File: config.mk
export PLATFORM = sky130hd
export DESIGN_NAME = dbus_byte_tx_flat
export DESIGN_NICKNAME = d
export VERILOG_FILES = /design/src/rtl/dbus_byte_tx_if.sv /design/src/rtl/dbus_byte_tx.sv /design/src/flat_wrapper.sv
export SDC_FILE = /design/constraint.sdc
export NUM_CORES = 1
export LEC_CHECK = 0
export CAP_MARGIN = 0
export CORE_ASPECT_RATIO = 0.6
export CORE_MARGIN = 2
export CORE_UTILIZATION = 35
export DETAILED_ROUTE_END_ITERATION = 12
export MAX_ROUTING_LAYER = met4
export PLACE_DENSITY = 0.56
export SLEW_MARGIN = 10
export SYNTH_ARGS = -nofsm -noshare
export SYNTH_HDL_FRONTEND = slang
export SYNTH_SLANG_ARGS = --single-unit
File: constraint.sdc
create_clock -name i_clock -period 2.3 [get_ports i_clock]
set_input_delay 0.23 -clock i_clock [delete_from_list [all_inputs] [get_ports i_clock]]
set_output_delay 0.23 -clock i_clock [all_outputs]
set_load 0.02 [all_outputs]
File: src/rtl/dbus_byte_tx_if.sv
// Byte-side request/status and open-drain line signals of the DBUS byte transmitter.
interface dbus_byte_tx_if;
  logic [7:0] i_data;
  logic       i_enable;
  logic       i_tip;
  logic       i_ring;
  logic       o_tip_drive;
  logic       o_ring_drive;
  logic       o_busy;
  logic       o_done;
  logic       o_error;

  modport master (
    output i_data, i_enable, i_tip, i_ring,
    input  o_tip_drive, o_ring_drive, o_busy, o_done, o_error
  );

  modport slave (
    input  i_data, i_enable, i_tip, i_ring,
    output o_tip_drive, o_ring_drive, o_busy, o_done, o_error
  );
endinterface

File: src/rtl/dbus_byte_tx.sv
// DBUS transmitter: sends one byte LSB-first with the four-phase tip/ring handshake,
// aborting any phase that waits longer than c_TIMEOUT cycles.
module dbus_byte_tx #(
  parameter int unsigned c_TIMEOUT      = 65535,
  parameter int unsigned c_TIMEOUTWIDTH = 16
) (
  input logic            i_clock,
  input logic            i_reset,
  dbus_byte_tx_if.slave  bus
);

  localparam int unsigned TW = c_TIMEOUTWIDTH;

  typedef enum logic [2:0] {
    S_IDLE, S_WAITIDLE, S_ASSERT, S_RELEASE, S_NEXT, S_DONE, S_ERROR
  } state_t;

  state_t      state_q, state_d;
  logic [7:0]  shift_q, shift_d;
  logic [2:0]  cnt_q,   cnt_d;
  logic [TW-1:0] tmo_q, tmo_d;
  logic [1:0]  tip_sync_q, ring_sync_q;

  logic tip_drive_q,  tip_drive_d;
  logic ring_drive_q, ring_drive_d;
  logic busy_q,  busy_d;
  logic done_q,  done_d;
  logic error_q, error_d;

  logic s_tip, s_ring, ack_low, both_high, tmo_hit, waiting;

  assign s_tip     = tip_sync_q[1];
  assign s_ring    = ring_sync_q[1];
  // A one-bit is driven on ring and acknowledged on tip; a zero-bit the reverse.
  assign ack_low   = shift_q[0] ? ~s_tip : ~s_ring;
  assign both_high = s_tip & s_ring;
  assign tmo_hit   = (tmo_q == TW'(c_TIMEOUT));
  assign waiting   = (state_q == S_WAITIDLE) || (state_q == S_ASSERT) ||
                     (state_q == S_RELEASE);

  // State register
  always_ff @(posedge i_clock) begin
    if (i_reset) state_q <= S_IDLE;
    else         state_q <= state_d;
  end

  // Next state and datapath
  always_comb begin
    state_d = state_q;
    shift_d = shift_q;
    cnt_d   = cnt_q;
    unique case (state_q)
      S_IDLE: begin
        if (bus.i_enable) begin
          shift_d = bus.i_data;
          cnt_d   = 3'd0;
          state_d = S_WAITIDLE;
        end
      end
      S_WAITIDLE: begin
        if (tmo_hit)        state_d = S_ERROR;
        else if (both_high) state_d = S_ASSERT;
      end
      S_ASSERT: begin
        if (tmo_hit)      state_d = S_ERROR;
        else if (ack_low) state_d = S_RELEASE;
      end
      S_RELEASE: begin
        if (tmo_hit)        state_d = S_ERROR;
        else if (both_high) state_d = S_NEXT;
      end
      S_NEXT: begin
        if (cnt_q == 3'd7) begin
          state_d = S_DONE;
        end else begin
          shift_d = {1'b0, shift_q[7:1]};
          cnt_d   = cnt_q + 3'd1;
          state_d = S_ASSERT;
        end
      end
      S_DONE:  state_d = S_IDLE;
      S_ERROR: state_d = S_IDLE;
      default: state_d = S_IDLE;
    endcase

    if (state_d != state_q) tmo_d = TW'(0);
    else if (waiting)       tmo_d = tmo_q + TW'(1);
    else                    tmo_d = TW'(0);
  end

  // Outputs decoded from the upcoming state so they register in step with it
  always_comb begin
    tip_drive_d  = 1'b0;
    ring_drive_d = 1'b0;
    busy_d       = 1'b0;
    done_d       = 1'b0;
    error_d      = 1'b0;
    if (state_d == S_ASSERT) begin
      tip_drive_d  = ~shift_d[0];
      ring_drive_d =  shift_d[0];
    end
    busy_d  = (state_d == S_WAITIDLE) || (state_d == S_ASSERT) ||
              (state_d == S_RELEASE)  || (state_d == S_NEXT);
    done_d  = (state_d == S_DONE);
    error_d = (state_d == S_ERROR);
  end

  always_ff @(posedge i_clock) begin
    if (i_reset) begin
      shift_q      <= 8'd0;
      cnt_q        <= 3'd0;
      tmo_q        <= TW'(0);
      tip_sync_q   <= 2'b11;
      ring_sync_q  <= 2'b11;
      tip_drive_q  <= 1'b0;
      ring_drive_q <= 1'b0;
      busy_q       <= 1'b0;
      done_q       <= 1'b0;
      error_q      <= 1'b0;
    end else begin
      shift_q      <= shift_d;
      cnt_q        <= cnt_d;
      tmo_q        <= tmo_d;
      tip_sync_q   <= {tip_sync_q[0], bus.i_tip};
      ring_sync_q  <= {ring_sync_q[0], bus.i_ring};
      tip_drive_q  <= tip_drive_d;
      ring_drive_q <= ring_drive_d;
      busy_q       <= busy_d;
      done_q       <= done_d;
      error_q      <= error_d;
    end
  end

  assign bus.o_tip_drive  = tip_drive_q;
  assign bus.o_ring_drive = ring_drive_q;
  assign bus.o_busy       = busy_q;
  assign bus.o_done       = done_q;
  assign bus.o_error      = error_q;

endmodule

File: src/flat_wrapper.sv
// flat-port wrapper written by rule: the top's interface ports become plain ports
module dbus_byte_tx_flat 
#(
  parameter int unsigned c_TIMEOUT      = 65535,
  parameter int unsigned c_TIMEOUTWIDTH = 16
)
  (i_clock, i_reset, bus_i_data, bus_i_enable, bus_i_tip, bus_i_ring, bus_o_tip_drive, bus_o_ring_drive, bus_o_busy, bus_o_done, bus_o_error);
  dbus_byte_tx_if bus_i ();
  input logic i_clock;
  input logic i_reset;
  input wire logic [$bits(bus_i.i_data)-1:0] bus_i_data;
  input wire logic [$bits(bus_i.i_enable)-1:0] bus_i_enable;
  input wire logic [$bits(bus_i.i_tip)-1:0] bus_i_tip;
  input wire logic [$bits(bus_i.i_ring)-1:0] bus_i_ring;
  output wire logic [$bits(bus_i.o_tip_drive)-1:0] bus_o_tip_drive;
  output wire logic [$bits(bus_i.o_ring_drive)-1:0] bus_o_ring_drive;
  output wire logic [$bits(bus_i.o_busy)-1:0] bus_o_busy;
  output wire logic [$bits(bus_i.o_done)-1:0] bus_o_done;
  output wire logic [$bits(bus_i.o_error)-1:0] bus_o_error;
  assign bus_i.i_data = bus_i_data;
  assign bus_i.i_enable = bus_i_enable;
  assign bus_i.i_tip = bus_i_tip;
  assign bus_i.i_ring = bus_i_ring;
  assign bus_o_tip_drive = bus_i.o_tip_drive;
  assign bus_o_ring_drive = bus_i.o_ring_drive;
  assign bus_o_busy = bus_i.o_busy;
  assign bus_o_done = bus_i.o_done;
  assign bus_o_error = bus_i.o_error;
  dbus_byte_tx #(.c_TIMEOUT(c_TIMEOUT), .c_TIMEOUTWIDTH(c_TIMEOUTWIDTH)) u_core (.i_clock(i_clock), .i_reset(i_reset), .bus(bus_i));
endmodule
==> results.md, run 1 <==
- Run status: complete, no violations
- Synth top area share: 0.4509
- Chip height: 58.49 um
- Hold_buf cts: 0
- Multi-input logic area: 862.1 um^2
- Vias after detailed routing: 1283
- Post-Route Skew: 10.03 ps
- WHS: 420.6 ps
- Req. time, crit path: 2510 ps
- # setup viols final: 0
- Antenna-violating nets left: 0
- RSZ-0062 raised after global routing: no
- Htree depth: 2
- Post-synthesis cell type count: 43
- Top Usage Layer GRT: met1
- Dominant cell type by area after synthesis: dfxtp_1
- Die ar.: 5545 um^2
- Slew headroom: 0.7077
- Largest family of logic cells by synthesized area: simple AND/OR/NAND/NOR gates
- GRT Resource Usage Total: 0.1389
- Final Hold Fails: 0
- IO buf count: 17
- Most area-consuming cells after synthesis: dfxtp_1 45%, xor2_1 6.1%, nor2_1 4.1%
- Boundary Pins: 18
- Max-cap violations: 0
- Detail-routed net length per standard cell: 12.90 um
- Largest net degree at the start of global routing: 22
- Initial drt markers: 81
- Critical setup path kind: reg2reg
- Antenna violations before repair: 0
- Layout cells sized above 1: 0.1744
- Met1 Use GR: 0.1968
- Gr ovfl total: 0
- Clock tree root buffer cell: clkbuf_8
- Yosys reg bits: 39
- Seq/Total Area, Yosys: 0.4509
- Initial core utilization: 0.3716
- Post_cts resized: 0
- Post-route DRC: 0
- Fmax: 0.5123 GHz
- Synth Area per Inst: 9.783 um^2
- Area share of and/or/nand/nor cells after synthesis: 0.2399
- Met2 usage in global routing: 0.1884
- Reg area: 780.7 um^2
- YS warnings: 0
- Complex-gate fraction of the synthesized area: 0.1431
- CTS tree: built
- Drt first pass iters: 4
- Clk buf depth: 2
- FP Rows: 19
- Post-Synth XOR/XNOR Area: 0.07587
- Syn Std Cell Area: 1732 um^2
- Gate Count Post-Synth: 177
- Routed Wire Length: 3329 um
- CP max FO: 7
- Setup Buffers After CTS: 0
- Leakage: 0.7203 nW
- HP Class: reg2reg
- Diode count: 0
- Num CTS Buffers: 5
- First-pass GRT wire length: 5720 um
- Final Max Slew Viols: 0
- Peak VDD IR: 0.0002255 V
- Pwr dens: 645.5 nW/um^2
- Fraction of synthesized area in multiplexers: 0.01734
- Met3 usage: 0.03841
- Synth Area in Adders: 0.02168
- Critical path endpoint category: flop
- Crit path launch type: flop
- Fin crit period: 1952 ps
- Gpl congestion: 0.8916
- Vias in the first global route: 1195
- Nets: 211
- Worst-margin pin slew: 436.1 ps
- Die Span X: 94.81 um
- Worst skew pair latency: 290 ps
- Final HPWL DP: 2484 um
- Vias per cell: 4.973
- Core area: 4659 um^2
- FILL cells: 478
- Setup TNS: 0 ps
- Clk sinks: 39
- Worst-path clk slew: 70 ps
- Layout area overhead: 16.40%
- Mapped Nets: 193
- Fin crit share: 0.8486
- CP Data Arrival Time: 2170 ps
## synth_stat cells
library cell / n
and4b_1: 1
a32oi_1: 1
nand4_1: 3
nor3_2: 1
buf_6: 4
nor2_1: 19
and3_1: 4
ha_1: 3
nand3_1: 6
nor3b_1: 1
nor2_2: 9
buf_4: 2
o211ai_1: 1
dfxtp_1: 39
and4_1: 3
nor4_1: 1
inv_1: 3
xnor2_1: 3
nor2_4: 1
nand2_1: 12
a2111oi_4: 1
a22o_1: 1
o221a_1: 1
and4_4: 2
a32o_1: 1
and3_4: 1
xor2_1: 12
or2_2: 5
a211o_1: 1
mux2i_1: 3
a22oi_1: 9
clkbuf_1: 2
buf_2: 2
nor3_1: 2
o21ai_4: 1
o22ai_1: 2
o22a_2: 1
a21oi_1: 8
nor2b_1: 1
o211a_1: 1
and4_2: 1
o31a_1: 1
and2_1: 1
## worst max-delay path: stages, from the launching register on
cell and delay, ps:
dfxtp_1 340, ha_1 210, ha_1 230, nor3_2 400, o22ai_1 240, a211o_1 330
a21oi_1 130
## final timing paths
path / startpoint / endpoint / slack, ps / cells past startpoint
setup / recovery: u_core.cnt_q[0] / u_core.bus.o_busy / 350 / 6
hold / removal: u_core.tip_sync_q[0] / u_core.tip_sync_q[1] / 420 / 1
setup reg to reg: u_core.cnt_q[0] / u_core.bus.o_busy / 350 / 6
hold reg to reg: u_core.tip_sync_q[0] / u_core.tip_sync_q[1] / 420 / 1
## power by group
group          leakage, nW  total (mW)  switching, mW  internal (mW)
clock network       0.0440       0.434          0.227          0.207
logic                0.359       0.152         0.0801         0.0719
registers            0.317       0.715         0.0171          0.697
total                0.720        1.30          0.325          0.976
## flip-flops by register name (all words and copies together), names as in the netlist
register and flops:
u_core.tmo_q 16, u_core.shift_q 8, u_core.cnt_q 3, u_core.state_q 3, u_core.ring_sync_q 2, u_core.tip_sync_q 2
u_core.bus.o_busy 1, u_core.bus.o_done 1, u_core.bus.o_error 1, u_core.bus.o_ring_drive 1, u_core.bus.o_tip_drive 1
## final cells by class
| class | count | area share |
|---|---|---|
| clock buffer | 5 | 0.03414 |
| clock inverter | 2 | 0.006828 |
| inverter | 3 | 0.005587 |
| multi-input combinational | 125 | 0.4277 |
| sequential | 39 | 0.3873 |
| tap | 63 | 0.03911 |
| timing repair buffer | 21 | 0.09932 |
## cells by family (layout without fill, tap and decap cells)
| logic type | after synthesis | after routing |
|---|---|---|
| AOI/OAI and AO/OA | 30 | 30 |
| and+or+nand+nor | 74 | 74 |
| xor gates and xnor gates | 15 | 15 |
| buffers and inverters | 13 | 31 |
| DFF | 39 | 39 |
| muxes | 3 | 3 |
| adders and majority gates | 3 | 3 |
## layer usage
layer	vias to the layer above	wire, um
li1	656	-
met1	596	1778
met2	26	1383
met3	5	129
met4	0	38
met5	-	0
## stage by stage
stage	area (um^2)	setup WS, ps	instances	utilization	power [mW]
after floorplan	1732	394.7	177	-	0.8305
after global placement	1933	453.4	251	0.4149	0.8773
after detailed placement	1933	389.7	251	0.4149	0.8808
after CTS	2016	376.6	258	0.4326	1.316
after global routing	2016	238.6	258	0.4326	1.368
final	2016	348.2	258	0.4326	1.301
## cells in the final DEF, fill, tap and decap left out, types with 5 or more instances in the layout
cell type	n
a21oi_1	8
clkdlybuf4s50_1	17
nor2_2	9
clkbuf_8	5
dfxtp_1	39
nand3_1	6
nor2_1	19
a22oi_1	9
xor2_1	12
or2_2	5
nand2_1	12
Note: power is estimated with default switching activity, not from simulation.
==> run 2, diff against run 1 <==
==> constraint.sdc (replaced) <==
create_clock -name i_clock -period 1.93 [get_ports i_clock]
set_input_delay 0.193 -clock i_clock [delete_from_list [all_inputs] [get_ports i_clock]]
set_output_delay 0.193 -clock i_clock [all_outputs]
set_load 0.02 [all_outputs]
==> results.md, run 2 (synthesis results as in run 1) <==
- Run status: complete, no violations (unchanged)
- HP Class: reg2reg (unchanged)
- Antenna-violating nets left: 0 (unchanged)
- Diode count: 0 (unchanged)
- Detail-routed net length per standard cell: 13.53 um (was 12.90 um)
- Drt first pass iters: 4 (unchanged)
- Clk sinks: 39 (unchanged)
- Htree depth: 2 (unchanged)
- Vias in the first global route: 1260 (was 1195)
- CP max FO: 16 (was 7)
- Critical path endpoint category: flop (unchanged)
- Clock tree root buffer cell: clkbuf_8 (unchanged)
- First-pass GRT wire length: 5968 um (was 5720 um)
- Worst-margin pin slew: 371.2 ps (was 436.1 ps)
- Clk buf depth: 2 (unchanged)
- RSZ-0062 raised after global routing: no (unchanged)
- FP Rows: 19 (unchanged)
- Crit path launch type: flop (unchanged)
- Worst skew pair latency: 280 ps (was 290 ps)
- Fin crit period: 1785 ps (was 1952 ps)
- Initial drt markers: 37 (was 81)
- Routed Wire Length: 3531 um (was 3329 um)
- Nets: 213 (was 211)
- Final Core Density: 0.4482 (was 0.4326)
- Core area: 4659 um^2 (unchanged)
- Top Registers: u_core.tmo_q (16), u_core.shift_q (8) (unchanged)
- Peak VDD IR: 0.0003092 V (was 0.0002255 V)
- Max reg flops: 16 (unchanged)
- Gpl congestion: 0.9121 (was 0.8916)
- # setup viols final: 0 (unchanged)
- Vias after detailed routing: 1285 (was 1283)
- Initial core utilization: 0.3716 (unchanged)
- Placed cell areas: 1961 um^2 (was 1933 um^2)
- Pwr Total: 1.706 mW (was 1.301 mW)
- Most frequent cells in the layout: 37 x dfxtp_1, 19 x nor2_1, 17 x clkdlybuf4s50_1, 12 x nand2_1, 12 x xor2_1 (was 39 x dfxtp_1, 19 x nor2_1, 17 x clkdlybuf4s50_1, 12 x nand2_1, 12 x xor2_1)
- IO buf count: 17 (unchanged)
- Vias per cell: 4.923 (was 4.973)
- Post-route DRC: 0 (unchanged)
- Post-Route Skew: 6.827 ps (was 10.03 ps)
- Num CTS Buffers: 5 (unchanged)
- Final Hold Fails: 0 (unchanged)
- Post-Layout Inst Area: 2088 um^2 (was 2016 um^2)
- Critical setup path kind: reg2reg (unchanged)
- Final HPWL DP: 2691 um (was 2484 um)
- Antenna violations before repair: 0 (unchanged)
- Die Span X: 94.81 um (unchanged)
- Fin crit share: 0.9251 (was 0.8486)
- Largest net degree at the start of global routing: 22 (unchanged)
- Setup TNS: 0 ps (unchanged)
- Max-cap violations: 0 (unchanged)
- Leakage: 0.7562 nW (was 0.7203 nW)
- Fmax: 0.5601 GHz (was 0.5123 GHz)
- Pwr dens: 817.1 nW/um^2 (was 645.5 nW/um^2)
- Worst-path clk slew: 80 ps (was 70 ps)
- Most common cell after layout, fill and taps aside: dfxtp_1 (unchanged)
- Layout cells sized above 1: 0.2020 (was 0.1744)
- CTS tree: built (unchanged)
- Boundary Pins: 18 (unchanged)
- Most flops, register: u_core.tmo_q (unchanged)
- CP Data Arrival Time: 2010 ps (was 2170 ps)
- Die ar.: 5545 um^2 (unchanged)
- Pre-CTS WS: 110.8 ps (was 389.7 ps)
- Final WS setup: 144.5 ps (was 348.2 ps)
- Req. time, crit path: 2150 ps (was 2510 ps)
- GRT Resource Usage Total: 0.1463 (was 0.1389)
- Layout area overhead: 20.59% (was 16.40%)
- Chip height: 58.49 um (unchanged)
- Slew headroom: 0.7526 (was 0.7077)
- Final Max Slew Viols: 0 (unchanged)
- Gr ovfl total: 0 (unchanged)
run 2: per-layer routing:
layer / up-vias / part of all wire / global-route usage / wire, um
met5: - / 0 / - / 0
met4: 0 / 0.010 / 0.04762 / 37
met3: 4 / 0.031 / 0.04481 / 110
met2: 15 / 0.43 / 0.2097 / 1512
met1: 601 / 0.53 / 0.1975 / 1871
li1: 665 / - / - / -
run 2: stage by stage:
stage,std cells,hold WS [ps]
after CTS,261,416.3
after floorplan,177,281.2
after global placement,253,393.9
final,261,414.0
after global routing,261,427.2
after detailed placement,253,395.8
run 2: final cells by class:
cell class / count / area [um^2]
multi-input combinational: 125 / 874.6
clock inverter: 3 / 43.79
timing repair buffer: 23 / 227.7
clock buffer: 5 / 68.82
tap: 63 / 78.83
fill: 461 / 2571
inverter: 3 / 11.26
sequential: 39 / 783.3
run 2: what timing repair did:
item	CTS	global route
resized for setup	0	4
setup buffers	0	0
endpoints found under the setup margin	0	6
hold buffers	0	0
run 2: worst paths after layout:
| check | cells after the start | from | slack (ps) | end |
|---|---|---|---|---|
| max reg2reg | 7 | u_core.tmo_q[0] | 140 | u_core.tmo_q[4] |
| max | 7 | u_core.tmo_q[0] | 140 | u_core.tmo_q[4] |
| min | 1 | u_core.ring_sync_q[0] | 410 | u_core.ring_sync_q[1] |
| min reg2reg | 1 | u_core.ring_sync_q[0] | 410 | u_core.ring_sync_q[1] |
run 2: critical path, stage by stage (launching register included):
cell and delay [ps]:
dfxtp_2 350, ha_1 230, and3_4 220, and4_4 190, a2111oi_4 350, o21ai_4 110, buf_12 170, nor2_1 110
run 2: power breakdown:
| part | leakage [nW] | internal [mW] | switching (mW) | total [mW] |
|---|---|---|---|---|
| clock network | 0.0581 | 0.385 | 0.277 | 0.662 |
| registers | 0.318 | 0.831 | 0.0214 | 0.853 |
| logic | 0.380 | 0.0936 | 0.0982 | 0.192 |
==> run 3, diff against run 2 <==
--- a/config.mk
+++ b/config.mk
@@ -7,11 +7,11 @@
 export LEC_CHECK = 0
 export CAP_MARGIN = 0
 export CORE_ASPECT_RATIO = 0.6
-export CORE_MARGIN = 2
 export CORE_UTILIZATION = 35
 export DETAILED_ROUTE_END_ITERATION = 12
 export MAX_ROUTING_LAYER = met4
 export PLACE_DENSITY = 0.56
+export SKIP_LAST_GASP = 1
 export SLEW_MARGIN = 10
 export SYNTH_ARGS = -nofsm -noshare
 export SYNTH_HDL_FRONTEND = slang
==> constraint.sdc (replaced) <==
create_clock -name i_clock -period 1.93 [get_ports i_clock]
set_input_delay 0.2895 -clock i_clock [delete_from_list [all_inputs] [get_ports i_clock]]
set_output_delay 0.2895 -clock i_clock [all_outputs]
set_load 0.02 [all_outputs]
==> results.md, run 3 (synthesis results as in run 1) <==
- Worst skew pair latency: 290 ps (was 280 ps)
- Pwr dens: 788.5 nW/um^2 (was 817.1 nW/um^2)
- Clk sinks: 39 (unchanged)
- Layout area overhead: 19.87% (was 20.59%)
- Post_cts resized: 0 (unchanged)
- Num CTS Buffers: 5 (unchanged)
- First-pass GRT wire length: 5927 um (was 5968 um)
- Routed Wire Length: 3246 um (was 3531 um)
- Gr ovfl total: 0 (unchanged)
- Slew headroom: 0.7593 (was 0.7526)
- Initial drt markers: 148 (was 37)
- Worst-path clk slew: 70 ps (was 80 ps)
- Core area: 4659 um^2 (unchanged)
- Peak VDD IR: 0.0003391 V (was 0.0003092 V)
- Hold_buf cts: 0 (unchanged)
- Max reg flops: 16 (unchanged)
- Chip height: 56.49 um (was 58.49 um)
- Vias per cell: 4.916 (was 4.923)
- Hold path depth: 1 (unchanged)
- WP buf/inv: 0 (was 1)
- Max-cap violations: 0 (unchanged)
- Most flops, register: u_core.tmo_q (unchanged)
- # setup viols final: 0 (unchanged)
- Die Span X: 92.81 um (was 94.81 um)
- Fin crit share: 0.9293 (was 0.9251)
- CP Cell Sequence: ha_1, ha_1, nor3b_1, o31a_1, o22ai_1, nor2_1, and4_1 (was ha_1, and3_4, and4_4, a2111oi_4, o21ai_4, buf_12, nor2_1)
- Largest net degree at the start of global routing: 22 (unchanged)
- Fin crit period: 1794 ps (was 1785 ps)
- Final Hold Fails: 0 (unchanged)
- Slowest cell on crit path: dfxtp_1 (was dfxtp_2)
- CTS tree: built (unchanged)
- Gpl congestion: 0.8892 (was 0.9121)
- Vias in the first global route: 1228 (was 1260)
- IO buf count: 17 (unchanged)
- HP Class: reg2reg (unchanged)
- Clock tree root buffer cell: clkbuf_8 (unchanged)
- Die ar.: 5242 um^2 (was 5545 um^2)
- Worst stage delay on the critical path: 350 ps (about the same)
- RSZ-0062 raised after global routing: no (unchanged)
- Most common cell after layout, fill and taps aside: dfxtp_1 (unchanged)
- FILL cells: 440 (was 461)
- Initial core utilization: 0.3716 (unchanged)
- Run status: complete, no violations (unchanged)
- Crit path launch type: flop (unchanged)
- Antenna violations before repair: 0 (unchanged)
- Final HPWL DP: 2445 um (was 2691 um)
- Post-Route Skew: 3.820 ps (was 6.827 ps)
- Diode count: 0 (unchanged)
- GRT Resource Usage Total: 0.1518 (was 0.1463)
- Worst-margin pin slew: 361.1 ps (was 371.2 ps)
- Fmax: 0.5576 GHz (was 0.5601 GHz)
- Setup Buffers After CTS: 0 (unchanged)
- Layout cells sized above 1: 0.1900 (was 0.2020)
- R2R Path End: u_core.bus.o_tip_drive (was u_core.tmo_q[4])
- Post-route DRC: 0 (unchanged)
- Hold Crit Start: u_core.tip_sync_q[0] (was u_core.ring_sync_q[0])
- R2r setup slk: 140 ps (about the same)
- Top Registers: u_core.tmo_q (16), u_core.shift_q (8) (unchanged)
- CP max FO: 4 (was 16)
- Boundary Pins: 18 (unchanged)
- Most frequent cells in the layout: 39 x dfxtp_1, 19 x nor2_1, 17 x clkdlybuf4s50_1, 12 x nand2_1, 12 x xor2_1 (was 37 x dfxtp_1, 19 x nor2_1, 17 x clkdlybuf4s50_1, 12 x nand2_1, 12 x xor2_1)
- Req. time, crit path: 2110 ps (was 2150 ps)
- FP Rows: 19 (unchanged)
- CP Data Arrival Time: 1980 ps (was 2010 ps)
- Antenna-violating nets left: 0 (unchanged)
- Drt first pass iters: 4 (unchanged)
- Detail-routed net length per standard cell: 12.34 um (was 13.53 um)
- Vias after detailed routing: 1293 (was 1285)
- Worst reg2reg path startpoint: u_core.cnt_q[0] (was u_core.tmo_q[0])
- Critical setup path kind: reg2reg (unchanged)
- Worst path top cell family by delay: compound AO/OA/AOI/OAI gates (was simple AND/OR/NAND/NOR gates)
- Nets: 215 (was 213)
- Most used cell, CP: ha_1
- Htree depth: 2 (unchanged)
- Hold Path Sink: u_core.tip_sync_q[1] (was u_core.ring_sync_q[1])
- Clk buf depth: 2 (unchanged)
- Leakage: 0.7545 nW (was 0.7562 nW)
- WHS: 411.8 ps (was 414.0 ps)
- Setup TNS: 0 ps (unchanged)
- R2r worst-path depth: 7 (unchanged)
- Critical path endpoint category: flop (unchanged)
- Final Max Slew Viols: 0 (unchanged)
==> run 3: layout make-up <==
class,count,area (um^2),area share
Clock buffer,8,100.1,0.04822
Inverter,3,11.26,0.005425
Tap cell,63,78.83,0.03797
Multi-Input combinational cell,125,862.1,0.4153
Timing Repair Buffer,25,242.7,0.1169
Sequential cell,39,780.7,0.3761
==> run 3: per-stage QoR <==
stage	worst slack (ps)	instance area, um^2	std cells	power [mW]	util
after floorplan	24.68	1732	177	0.9897	-
after global placement	174.2	1976	255	1.059	0.4240
after detailed placement	141.7	1976	255	1.060	0.4240
after CTS	127.9	2076	263	1.659	0.4455
after global routing	0.1203	2076	263	1.731	0.4455
final	136.5	2076	263	1.637	0.4455
==> run 3: per-layer routing <==
metal	track usage	wire length, um	up-vias
li1	-	-	669
met1	0.2278	1888	594
met2	0.1828	1162	25
met3	0.05420	159	5
met4	0.04615	34	0
met5	-	0	-
==> run 3: worst max-delay path by stage <==
stage                                from                       to  slack [ps]  cells past startpoint
after global placement    u_core.tmo_q[0]   u_core.bus.o_tip_drive         170                      6
after global routing      u_core.tmo_q[0]  u_core.bus.o_ring_drive         0.1                      6
final                     u_core.cnt_q[0]   u_core.bus.o_tip_drive         140                      7
after CTS                 u_core.tmo_q[0]   u_core.bus.o_tip_drive         130                      6
after detailed placement  u_core.tmo_q[0]   u_core.bus.o_tip_drive         140                      6
after floorplan           u_core.tmo_q[0]          u_core.tmo_q[6]          20                      9
==> run 3: report_power, final <==
| part | switching (mW) | internal [mW] |
|---|---|---|
| combinational | 0.0961 | 0.0956 |
| clock | 0.267 | 0.326 |
| sequential | 0.0209 | 0.831 |
| total | 0.384 | 1.25 |
